## config.mk

```make
export PLATFORM = sky130hd
export DESIGN_NAME = kpyd_scan_debounce_flat
export DESIGN_NICKNAME = d
export VERILOG_FILES = /design/src/rtl/kpyd_scan_debounce_if.sv /design/src/rtl/kpyd_scan_debounce.sv /design/src/flat_wrapper.sv
export SDC_FILE = /design/constraint.sdc
export NUM_CORES = 1
export LEC_CHECK = 0
export CAP_MARGIN = 15
export CORE_ASPECT_RATIO = 1.5
export CORE_MARGIN = 2
export CORE_UTILIZATION = 36
export CTS_BUF_LIST = sky130_fd_sc_hd__clkbuf_4
export DETAILED_ROUTE_END_ITERATION = 8
export PLACE_DENSITY = 0.49
export SKIP_CTS_REPAIR_TIMING = 1
export SLEW_MARGIN = 20
export SYNTH_ARGS = -nofsm -noshare
export SYNTH_HDL_FRONTEND = slang
export SYNTH_SLANG_ARGS = --single-unit
```

## constraint.sdc

```tcl
create_clock -name clk_i -period 5.7 [get_ports clk_i]
set_clock_uncertainty 0.1 [all_clocks]
set_input_delay 1.14 -clock clk_i [delete_from_list [all_inputs] [get_ports clk_i]]
set_output_delay 1.14 -clock clk_i [all_outputs]
set_load 0.005 [all_outputs]
```

## src/rtl/kpyd_scan_debounce_if.sv

```systemverilog
// Key event bus between the keypad scanner and its consumer.
// master = scanner (event source), slave = consumer.
interface kpyd_scan_debounce_if #(
    parameter int unsigned code_width = 4
);
    logic                  key_v;
    logic                  key_ready;
    logic [code_width-1:0] key_code;
    logic                  key_held;
    logic                  multi;
    logic                  overrun;

    modport master (
        output key_v, key_code, key_held, multi, overrun,
        input  key_ready
    );

    modport slave (
        input  key_v, key_code, key_held, multi, overrun,
        output key_ready
    );
endinterface

```

## src/rtl/kpyd_scan_debounce.sv

```systemverilog
// Matrix keypad scanner: one-cold column strobes, synchronised active-low rows,
// frame-based debounce and one encoded event per press on a valid/ready bus.
module kpyd_scan_debounce #(
    parameter int unsigned rows_p            = 4,
    parameter int unsigned cols_p            = 4,
    parameter int unsigned settle_cycles_p   = 1200,
    parameter int unsigned debounce_frames_p = 4
) (
    input  logic              clk_i,
    input  logic              reset_n_i,
    input  logic [rows_p-1:0] kpyd_row_i,
    output logic [cols_p-1:0] kpyd_col_o,
    kpyd_scan_debounce_if.master key_bus
);
    localparam int unsigned code_width_lp = $clog2(rows_p * cols_p);
    localparam int unsigned col_w_lp      = $clog2(cols_p);
    localparam int unsigned settle_w_lp   = $clog2(settle_cycles_p);
    localparam int unsigned cnt_w_lp      = $clog2(debounce_frames_p + 1);

    typedef enum logic [1:0] {ST_SETTLE, ST_SAMPLE, ST_EVAL} state_e;

    state_e                   state_q, state_d;
    logic [settle_w_lp-1:0]   settle_q, settle_d;
    logic [col_w_lp-1:0]      col_q;
    logic [cols_p-1:0]        col_oh_q;
    logic [rows_p-1:0]        row_meta_q, row_sync_q;
    logic [rows_p-1:0]        frame_q [cols_p];

    logic [code_width_lp-1:0] cand_code_q;
    logic [cnt_w_lp-1:0]      cand_cnt_q, rel_cnt_q;
    logic                     reported_q;
    logic                     key_v_q, key_held_q, multi_q, overrun_q;
    logic [code_width_lp-1:0] key_code_q;

    logic                     single, many;
    logic [code_width_lp-1:0] scan_code;
    logic [cnt_w_lp-1:0]      cand_inc, rel_inc, cand_next;
    logic                     new_evt, release_done;

    // Scan state register
    always_ff @(posedge clk_i or negedge reset_n_i) begin
        if (!reset_n_i) begin
            state_q  <= ST_SETTLE;
            settle_q <= '0;
        end else begin
            state_q  <= state_d;
            settle_q <= settle_d;
        end
    end

    // Scan next-state: settle_cycles_p-1 settle cycles, one sample, EVAL after last column
    always_comb begin
        state_d  = state_q;
        settle_d = settle_q;
        unique case (state_q)
            ST_SETTLE: begin
                if (settle_q == settle_w_lp'(settle_cycles_p - 2)) begin
                    settle_d = '0;
                    state_d  = ST_SAMPLE;
                end else begin
                    settle_d = settle_q + 1'b1;
                end
            end
            ST_SAMPLE: state_d = (col_q == col_w_lp'(cols_p - 1)) ? ST_EVAL : ST_SETTLE;
            ST_EVAL:   state_d = ST_SETTLE;
            default:   state_d = ST_SETTLE;
        endcase
    end

    // Frame classification: none / exactly one (with its code) / more than one
    always_comb begin
        single    = 1'b0;
        many      = 1'b0;
        scan_code = '0;
        for (int c = 0; c < cols_p; c++) begin
            for (int r = 0; r < rows_p; r++) begin
                if (frame_q[c][r]) begin
                    if (single || many) begin
                        many   = 1'b1;
                        single = 1'b0;
                    end else begin
                        single    = 1'b1;
                        scan_code = code_width_lp'(r * cols_p + c);
                    end
                end
            end
        end
    end

    assign cand_inc  = (cand_cnt_q == cnt_w_lp'(debounce_frames_p)) ? cand_cnt_q : cand_cnt_q + 1'b1;
    assign rel_inc   = (rel_cnt_q  == cnt_w_lp'(debounce_frames_p)) ? rel_cnt_q  : rel_cnt_q  + 1'b1;
    assign cand_next = ((cand_cnt_q != '0) && (scan_code == cand_code_q)) ? cand_inc : cnt_w_lp'(1);
    assign new_evt      = single && (cand_next == cnt_w_lp'(debounce_frames_p)) && !reported_q;
    assign release_done = (rel_inc == cnt_w_lp'(debounce_frames_p));

    // Row sampling, column drive, debounce and event handshake
    always_ff @(posedge clk_i or negedge reset_n_i) begin
        if (!reset_n_i) begin
            row_meta_q  <= '1;
            row_sync_q  <= '1;
            col_q       <= '0;
            col_oh_q    <= {{(cols_p-1){1'b1}}, 1'b0};
            for (int c = 0; c < cols_p; c++) frame_q[c] <= '0;
            cand_code_q <= '0;
            cand_cnt_q  <= '0;
            rel_cnt_q   <= '0;
            reported_q  <= 1'b0;
            key_v_q     <= 1'b0;
            key_code_q  <= '0;
            key_held_q  <= 1'b0;
            multi_q     <= 1'b0;
            overrun_q   <= 1'b0;
        end else begin
            row_meta_q <= kpyd_row_i;
            row_sync_q <= row_meta_q;
            multi_q    <= 1'b0;
            overrun_q  <= 1'b0;
            if (key_v_q && key_bus.key_ready) key_v_q <= 1'b0;

            if (state_q == ST_SAMPLE) begin
                frame_q[col_q] <= ~row_sync_q;
                col_q          <= (col_q == col_w_lp'(cols_p - 1)) ? '0 : col_q + 1'b1;
                col_oh_q       <= {col_oh_q[cols_p-2:0], col_oh_q[cols_p-1]};
            end

            if (state_q == ST_EVAL) begin
                if (many) begin
                    multi_q    <= 1'b1;
                    cand_cnt_q <= '0;
                end else if (single) begin
                    cand_code_q <= scan_code;
                    cand_cnt_q  <= cand_next;
                    rel_cnt_q   <= '0;
                    if (new_evt) begin
                        key_held_q <= 1'b1;
                        reported_q <= 1'b1;
                        // An unaccepted event is kept; the new one is dropped
                        if (key_v_q && !key_bus.key_ready) begin
                            overrun_q <= 1'b1;
                        end else begin
                            key_v_q    <= 1'b1;
                            key_code_q <= scan_code;
                        end
                    end
                end else begin
                    rel_cnt_q  <= rel_inc;
                    cand_cnt_q <= '0;
                    if (release_done) begin
                        key_held_q <= 1'b0;
                        reported_q <= 1'b0;
                    end
                end
            end
        end
    end

    assign kpyd_col_o       = col_oh_q;
    assign key_bus.key_v    = key_v_q;
    assign key_bus.key_code = key_code_q;
    assign key_bus.key_held = key_held_q;
    assign key_bus.multi    = multi_q;
    assign key_bus.overrun  = overrun_q;

endmodule
```

## src/flat_wrapper.sv

```systemverilog
// flat-port wrapper written by rule: the top's interface ports become plain ports
module kpyd_scan_debounce_flat 
#(
    parameter int unsigned rows_p            = 4,
    parameter int unsigned cols_p            = 4,
    parameter int unsigned settle_cycles_p   = 1200,
    parameter int unsigned debounce_frames_p = 4
)
  (clk_i, reset_n_i, kpyd_row_i, kpyd_col_o, key_bus_key_v, key_bus_key_code, key_bus_key_held, key_bus_multi, key_bus_overrun, key_bus_key_ready);
  kpyd_scan_debounce_if key_bus_i ();
  input  logic clk_i;
  input  logic reset_n_i;
  input  logic [rows_p-1:0] kpyd_row_i;
  output logic [cols_p-1:0] kpyd_col_o;
  output wire logic [$bits(key_bus_i.key_v)-1:0] key_bus_key_v;
  output wire logic [$bits(key_bus_i.key_code)-1:0] key_bus_key_code;
  output wire logic [$bits(key_bus_i.key_held)-1:0] key_bus_key_held;
  output wire logic [$bits(key_bus_i.multi)-1:0] key_bus_multi;
  output wire logic [$bits(key_bus_i.overrun)-1:0] key_bus_overrun;
  input wire logic [$bits(key_bus_i.key_ready)-1:0] key_bus_key_ready;
  assign key_bus_key_v = key_bus_i.key_v;
  assign key_bus_key_code = key_bus_i.key_code;
  assign key_bus_key_held = key_bus_i.key_held;
  assign key_bus_multi = key_bus_i.multi;
  assign key_bus_overrun = key_bus_i.overrun;
  assign key_bus_i.key_ready = key_bus_key_ready;
  kpyd_scan_debounce #(.rows_p(rows_p), .cols_p(cols_p), .settle_cycles_p(settle_cycles_p), .debounce_frames_p(debounce_frames_p)) u_core (.clk_i(clk_i), .reset_n_i(reset_n_i), .kpyd_row_i(kpyd_row_i), .kpyd_col_o(kpyd_col_o), .key_bus(key_bus_i));
endmodule
```

==> results of run 1 <==
-- final timing paths --
check | start | to | cells past startpoint
max in group asynchronous | reset_n_i | u_core.frame_q[10]$_DFFE_PN0P_ | 2
min in group asynchronous | reset_n_i | u_core.settle_q[6]$_DFFE_PN0P_ | 2
min | u_core.row_meta_q[2]$_DFF_PN1_ | u_core.row_sync_q[2]$_DFF_PN1_ | 0
max reg2reg | u_core.frame_q[12]$_DFFE_PN0P_ | u_core.key_bus.key_code[0]$_DFFE_PN0P_ | 13
max | u_core.frame_q[12]$_DFFE_PN0P_ | u_core.key_bus.key_code[0]$_DFFE_PN0P_ | 13
min reg2reg | u_core.row_meta_q[2]$_DFF_PN1_ | u_core.row_sync_q[2]$_DFF_PN1_ | 0
-- power breakdown --
group | leakage [nW] | internal (mW) | total (mW) | switching (mW)
clock | 0.0912 | 0.220 | 0.376 | 0.156
sequential | 0.794 | 0.438 | 0.440 | 0.00221
combinational | 0.901 | 0.00372 | 0.0121 | 0.00835
-- sequential cells by signal, summed over array words and instances, names as in the netlist, 3 cells and up --
signal / cells
u_core.key_bus.key_code: 4
u_core.rel_cnt_q: 3
u_core.row_meta_q: 4
u_core.cand_code_q: 4
u_core.row_sync_q: 4
u_core.settle_q: 11
u_core.frame_q: 16
u_core.cand_cnt_q: 3
u_core.kpyd_col_o: 4
-- logic make-up (layout without fill, tap and decap cells) --
kind of cell             after synthesis  in the layout  synth area share, %
flip-flops                            61             61                 43.0
AO/OA/AOI/OAI                        109            109                 20.7
buffers and inverters                 37             59                 4.33
AND/OR/NAND/NOR                      134            134                 19.3
multiplexers                          14             14                 5.07
XOR/XNOR                               9              9                 2.20
adder cells (fa/ha/maj)               16             16                 5.45
-- metrics by stage --
stage / setup slack (ns) / std cells / power (mW)
global placement: 1.42 / 501 / 0.461
global route: 1.06 / 517 / 0.864
detailed placement: 1.40 / 501 / 0.461
floorplan: 1.81 / 380 / 0.447
finish: 1.39 / 517 / 0.828
CTS: 1.35 / 517 / 0.845
-- cells in the final DEF, fill, tap and decap left out, drive strengths merged, types with 3 or more instances in the layout --
cell type / count
xor2: 6
a211oi: 3
o21ai: 43
nand3: 9
ha: 14
dfrtp: 50
inv: 24
a21oi: 21
nand2: 49
nor2: 24
clkbuf: 9
nor2b: 3
a2111oi: 5
nand2b: 5
mux2: 11
nand4: 3
or3: 7
o31ai: 7
a21o: 4
o311ai: 3
clkinv: 3
clkdlybuf4s50: 17
xnor2: 3
dfstp: 11
or2: 3
and3: 4
nor3: 13
nand3b: 4
bufinv: 3
nor4: 4
-- worst reg2reg max path: cells and delay by family, from the launching register on --
family                     cells  cell delay, ns
adders and majority gates      1            0.35
DFF                            1            0.39
buffers and inverters          1            0.08
xor gates and xnor gates       1            0.17
and+or+nand+nor                2            0.74
AOI/OAI and AO/OA              6            1.68
muxes                          2            0.66
-- area by class of cell --
cell class / instances / share of cell area [%]
multi-input combinational: 282 / 46.9
sequential: 61 / 38.2
inverter: 24 / 2.24
tap: 115 / 3.57
timing repair buffer: 19 / 4.53
clock inverter: 7 / 2.83
clock buffer: 9 / 1.68
-- per-layer routing --
layer / track usage [%] / share of wire, %
met1: 17.6 / 43
met2: 25.9 / 51
met3: 2.75 / 2.2
met4: 8.31 / 3.1
met5: 0 / 0
==> results_dict.tcl, run 1 <==
set metrics [dict create \
    status "finished clean" \
    drt_wl_total_um 7540 \
    drive_above_1_share_pct 13.4 \
    std_cell_rows 44 \
    vias 2804 \
    rrSetupSlack_ns 1.39 \
    cts_tree "done" \
    cts_buffers 9 \
    synth_edf_count 0 \
    root_buffer "clkbuf_4" \
    syn_inst 380 \
    vdd_drop_max_v 0.000160 \
    async_flop_share_pct 100 \
    yosysSeqAreaShare_pct 43.0 \
    avgViaCountPerCell 5.42 \
    boundaryPins 19 \
    yosys.cell_count.top_type "dfrtp_1" \
    p_per_area_nw_per_um2 205 \
    timing.final.crit_share_pct 75.6 \
    hold_ws_ns 0.261 \
    tightest_slew_ns 0.813 \
    syn-num-nets 401 \
    die_y_um 126 \
    hpwl_um 5750 \
    gp_congestion 0.797 \
    slowest_stage "or4_1" \
    syn_to_final_growth_pct 12.5 \
    synth_area_um2 3580 \
    gr-total-overflow 0 \
    io_buffers 18 \
    antenna_found_initial 0 \
    endpoint_kind "register" \
    maxSlewHeadroom_pct 45.0 \
    leakage_nw 1.79 \
    avgSynthCellArea_um2 9.42 \
    arrival_ns 4.49 \
    max_stage_delay_ns 0.58 \
    fin_nets 418 \
    worstSetupPathType "register to register" \
    crit_family "compound AO/OA/AOI/OAI gates" \
    clock_path_buffers 2 \
    start_util_pct 37.0 \
    core_area_um2 9690 \
    ant_nets 0 \
    setup_viol 0 \
    ys_ff_latch 61 \
    die_width_um 85.4 \
    hp-class "register to register" \
    ys.flop_type "dfrtp_1" \
    synthTopCellsByArea "dfrtp_1, dfstp_2, o21ai_0" \
    num_antenna_cells 0 \
    multi_input_area_um2 1890 \
    drt_first_pass_iters 4 \
    cts_htree_levels 3 \
    fill_cells 991 \
    synth_cell_types 67 \
    path_cells "inv_1 > ha_1 > mux2_4 > a2111oi_1 > o31a_2 > o211ai_1 > or4_1 > o211a_1 > a2bb2oi_1 > xnor2_1 > o2111a_2 > nand4_4 > mux2_1" \
    wl_per_cell_um 14.6 \
    dieArea_um2 10800 \
    crit_buf_inv 1 \
    drc 0 \
    required_ns 5.88 \
    netlist_top_cells_count "dfrtp_1, nand2_1, o21ai_0" \
    period_needed_ns 4.31 \
    fin_tns_setup_ns 0 \
    rsz0062_at_grt "no" \
    grt_pass1_vias 2738 \
    clk_pin_slew_ns 0.10 \
    hold_violations 0 \
    place_area_um2 3850 \
    synth_top_area_cell "dfrtp_1" \
    insertion_delay_ns 0.40 \
    grt_max_degree 62 \
    start_kind "register" \
    cts.sinks 61 \
    finalInstanceArea_um2 4030 \
    path_max_fanout 7 \
    drt-initial-drc-count 107 \
    drv_cap 0 \
    fmax_mhz 232 \
    synth_top_area_share_pct 34.9 \
    maxSlewViolCount 0 \
    final-seq-area_um2 1540 \
    ys_warn_count 0 \
    post-route-util_pct 41.6 \
    grt_pass1_wl_um 12900 \
    groute.usage.overall_pct 15.1 \
]
No activity file was read; power rests on OpenSTA's default activity.
==> inputs of run 2 (changes only) <==
--- a/config.mk
+++ b/config.mk
@@ -11,7 +11,7 @@
 export CORE_UTILIZATION = 36
 export CTS_BUF_LIST = sky130_fd_sc_hd__clkbuf_4
 export DETAILED_ROUTE_END_ITERATION = 8
-export PLACE_DENSITY = 0.49
+export PLACE_DENSITY = 0.51
 export SKIP_CTS_REPAIR_TIMING = 1
 export SLEW_MARGIN = 20
 export SYNTH_ARGS = -nofsm -noshare
==> constraint.sdc (replaced) <==
create_clock -name clk_i -period 3.7 [get_ports clk_i]
set_clock_uncertainty 0.1 [all_clocks]
set_input_delay 0.74 -clock clk_i [delete_from_list [all_inputs] [get_ports clk_i]]
set_output_delay 0.74 -clock clk_i [all_outputs]
set_load 0.005 [all_outputs]
==> run 2 against run 1 <==
The flow now finishes with violations (setup timing). First-iteration DRC count shrank 19%. Clock power grew 38%. Die area unchanged. Cell area increased by 9.7%. Maximum frequency grew 14%. Clock-buffer cell count increased by 1. Register-to-register slack worse by 1.5 ns. Largest power group unchanged. Highest routed layer unchanged.
==> results_dict.tcl, run 2 (synthesis gave the netlist of run 1 again) <==
set metrics [dict create \
    status "finished with violations" \
    violations "setup timing" \
    boundaryPins 19 \
    grt_pass1_vias 2888 \
    p_per_area_nw_per_um2 275 \
    core_area_um2 9690 \
    hp-class "input pin to asynchronous set/reset pin" \
    ant_nets 0 \
    insertion_delay_ns 0.42 \
    drt-initial-drc-count 87 \
    required_ns 3.91 \
    antenna_found_initial 0 \
    cpMostUsedCell "a2111oi_4" \
    fill_cells 967 \
    top_register "u_core.frame_q" \
    gp_congestion 0.801 \
    drt_first_pass_iters 4 \
    clk_pin_slew_ns 0.11 \
    arrival_ns 3.97 \
    grt_pass1_wl_um 13600 \
    timing.final.crit_share_pct 102 \
    cts_htree_levels 3 \
    grt_max_degree 28 \
    path_max_fanout 6 \
    io_buffers 18 \
    die_width_um 85.4 \
    drive_above_1_share_pct 24.7 \
    leakage_nw 1.99 \
    start_kind "register" \
    cts_tree "done" \
    fin_nets 458 \
    groute.usage.overall_pct 15.8 \
    dp_cells 535 \
    worstSetupPathType "register to register" \
    wl_per_cell_um 14.1 \
    die_y_um 126 \
    clock_path_buffers 2 \
    avgViaCountPerCell 5.29 \
    root_buffer "clkbuf_4" \
    tightest_slew_ns 0.801 \
    drc 0 \
    fmax_mhz 265 \
    drt_wl_total_um 7880 \
    slowest_stage "dfrtp_1" \
    path_cells "inv_2 > ha_4 > or3_4 > a2111oi_4 > buf_4 > nor2_2 > o31a_1 > a2111oi_4 > nand3_2 > o32a_1 > o31ai_2 > o2111a_2 > nand4_4 > mux2_1" \
    rsz0062_at_grt "yes" \
    endpoint_kind "register" \
    vdd_drop_max_v 0.000205 \
    period_needed_ns 3.77 \
    num_antenna_cells 0 \
    dieArea_um2 10800 \
    final_cells 557 \
    p_total_mw 1.21 \
    layout_common_cells "dfrtp_1, nand2_1, o21ai_0" \
    cts.sinks 61 \
    hpwl_um 5990 \
    largest_reg_flops 16 \
    std_cell_rows 44 \
    syn_to_final_growth_pct 23.4 \
    reg_top3 "u_core.frame_q x16, u_core.settle_q x11" \
    hold_violations 0 \
    cts_buffers 9 \
    gr-total-overflow 0 \
    drv_cap 0 \
    maxSlewViolCount 0 \
    vias 2949 \
    setup_viol 4 \
    fin_ws_ns -0.0684 \
    max_stage_delay_ns 0.42 \
    maxSlewHeadroom_pct 46.5 \
    final_common_cell "dfrtp_1" \
    start_util_pct 37.0 \
]
## run 2: metal layers
metal	GRT usage, %	vias to the layer above	share of wire (%)
met4	5.70	0	2.7
met1	19.0	1414	43
met2	27.2	32	52
li1	-	1488	-
met5	0	-	0
met3	3.74	15	2.3
## run 2: path summary, 6_finish.rpt
kind                                                startpoint                                      to  slack, ns  cells after the start
worst max-delay path            u_core.frame_q[12]$_DFFE_PN0P_  u_core.key_bus.key_code[0]$_DFFE_PN0P_      -0.07                     14
worst min-delay path                                 reset_n_i          u_core.settle_q[4]$_DFFE_PN0P_       0.20                      1
worst max register to register  u_core.frame_q[12]$_DFFE_PN0P_  u_core.key_bus.key_code[0]$_DFFE_PN0P_      -0.07                     14
worst min register to register  u_core.row_meta_q[2]$_DFF_PN1_          u_core.row_sync_q[2]$_DFF_PN1_       0.26                      0
max in group asynchronous                            reset_n_i           u_core.frame_q[4]$_DFFE_PN0P_       2.61                      2
min in group clk_i              u_core.row_meta_q[2]$_DFF_PN1_          u_core.row_sync_q[2]$_DFF_PN1_       0.26                      0
## run 2: where the power goes
part	total (mW)	switching (mW)	internal [mW]	leakage (nW)
Combinational	0.0199	0.0134	0.00644	1.11
Sequential	0.678	0.00339	0.675	0.794
Clock	0.517	0.241	0.275	0.0852
Total	1.21	0.258	0.956	1.99
## run 2: critical path, delay by kind of cell (launching register included)
family	cells	cell delay, ns
AOI/OAI and AO/OA	6	1.56
and+or+nand+nor	4	0.73
DFF	1	0.42
muxes	1	0.36
buffers and inverters	2	0.28
adders and majority gates	1	0.22
## run 2: through the flow
stage	area (µm²)	hold slack, ns	setup WS, ns	util (%)	setup TNS, ns
6_report	4420	0.196	-0.0684	45.6	-0.179
5_1_grt	4420	0.217	-0.241	45.6	-1.90
4_1_cts	4290	0.192	-0.159	44.2	-1.08
3_5_place_dp	4130	0.247	-0.141	42.7	-0.833
3_3_place_gp	4130	0.247	-0.101	42.6	-0.532
2_1_floorplan	3610	0.245	0.00656	-	0
## run 2: area by class of cell
cell class                 instances  area (µm²)  area share, %
clock buffer                      10        75.1           1.70
clock inverter                     6        77.6           1.75
inverter                          24        90.1           2.04
timing repair buffer              59         490           11.1
sequential                        61        1540           34.8
tap                              115         144           3.26
multi-input combinational        282        2000           45.3
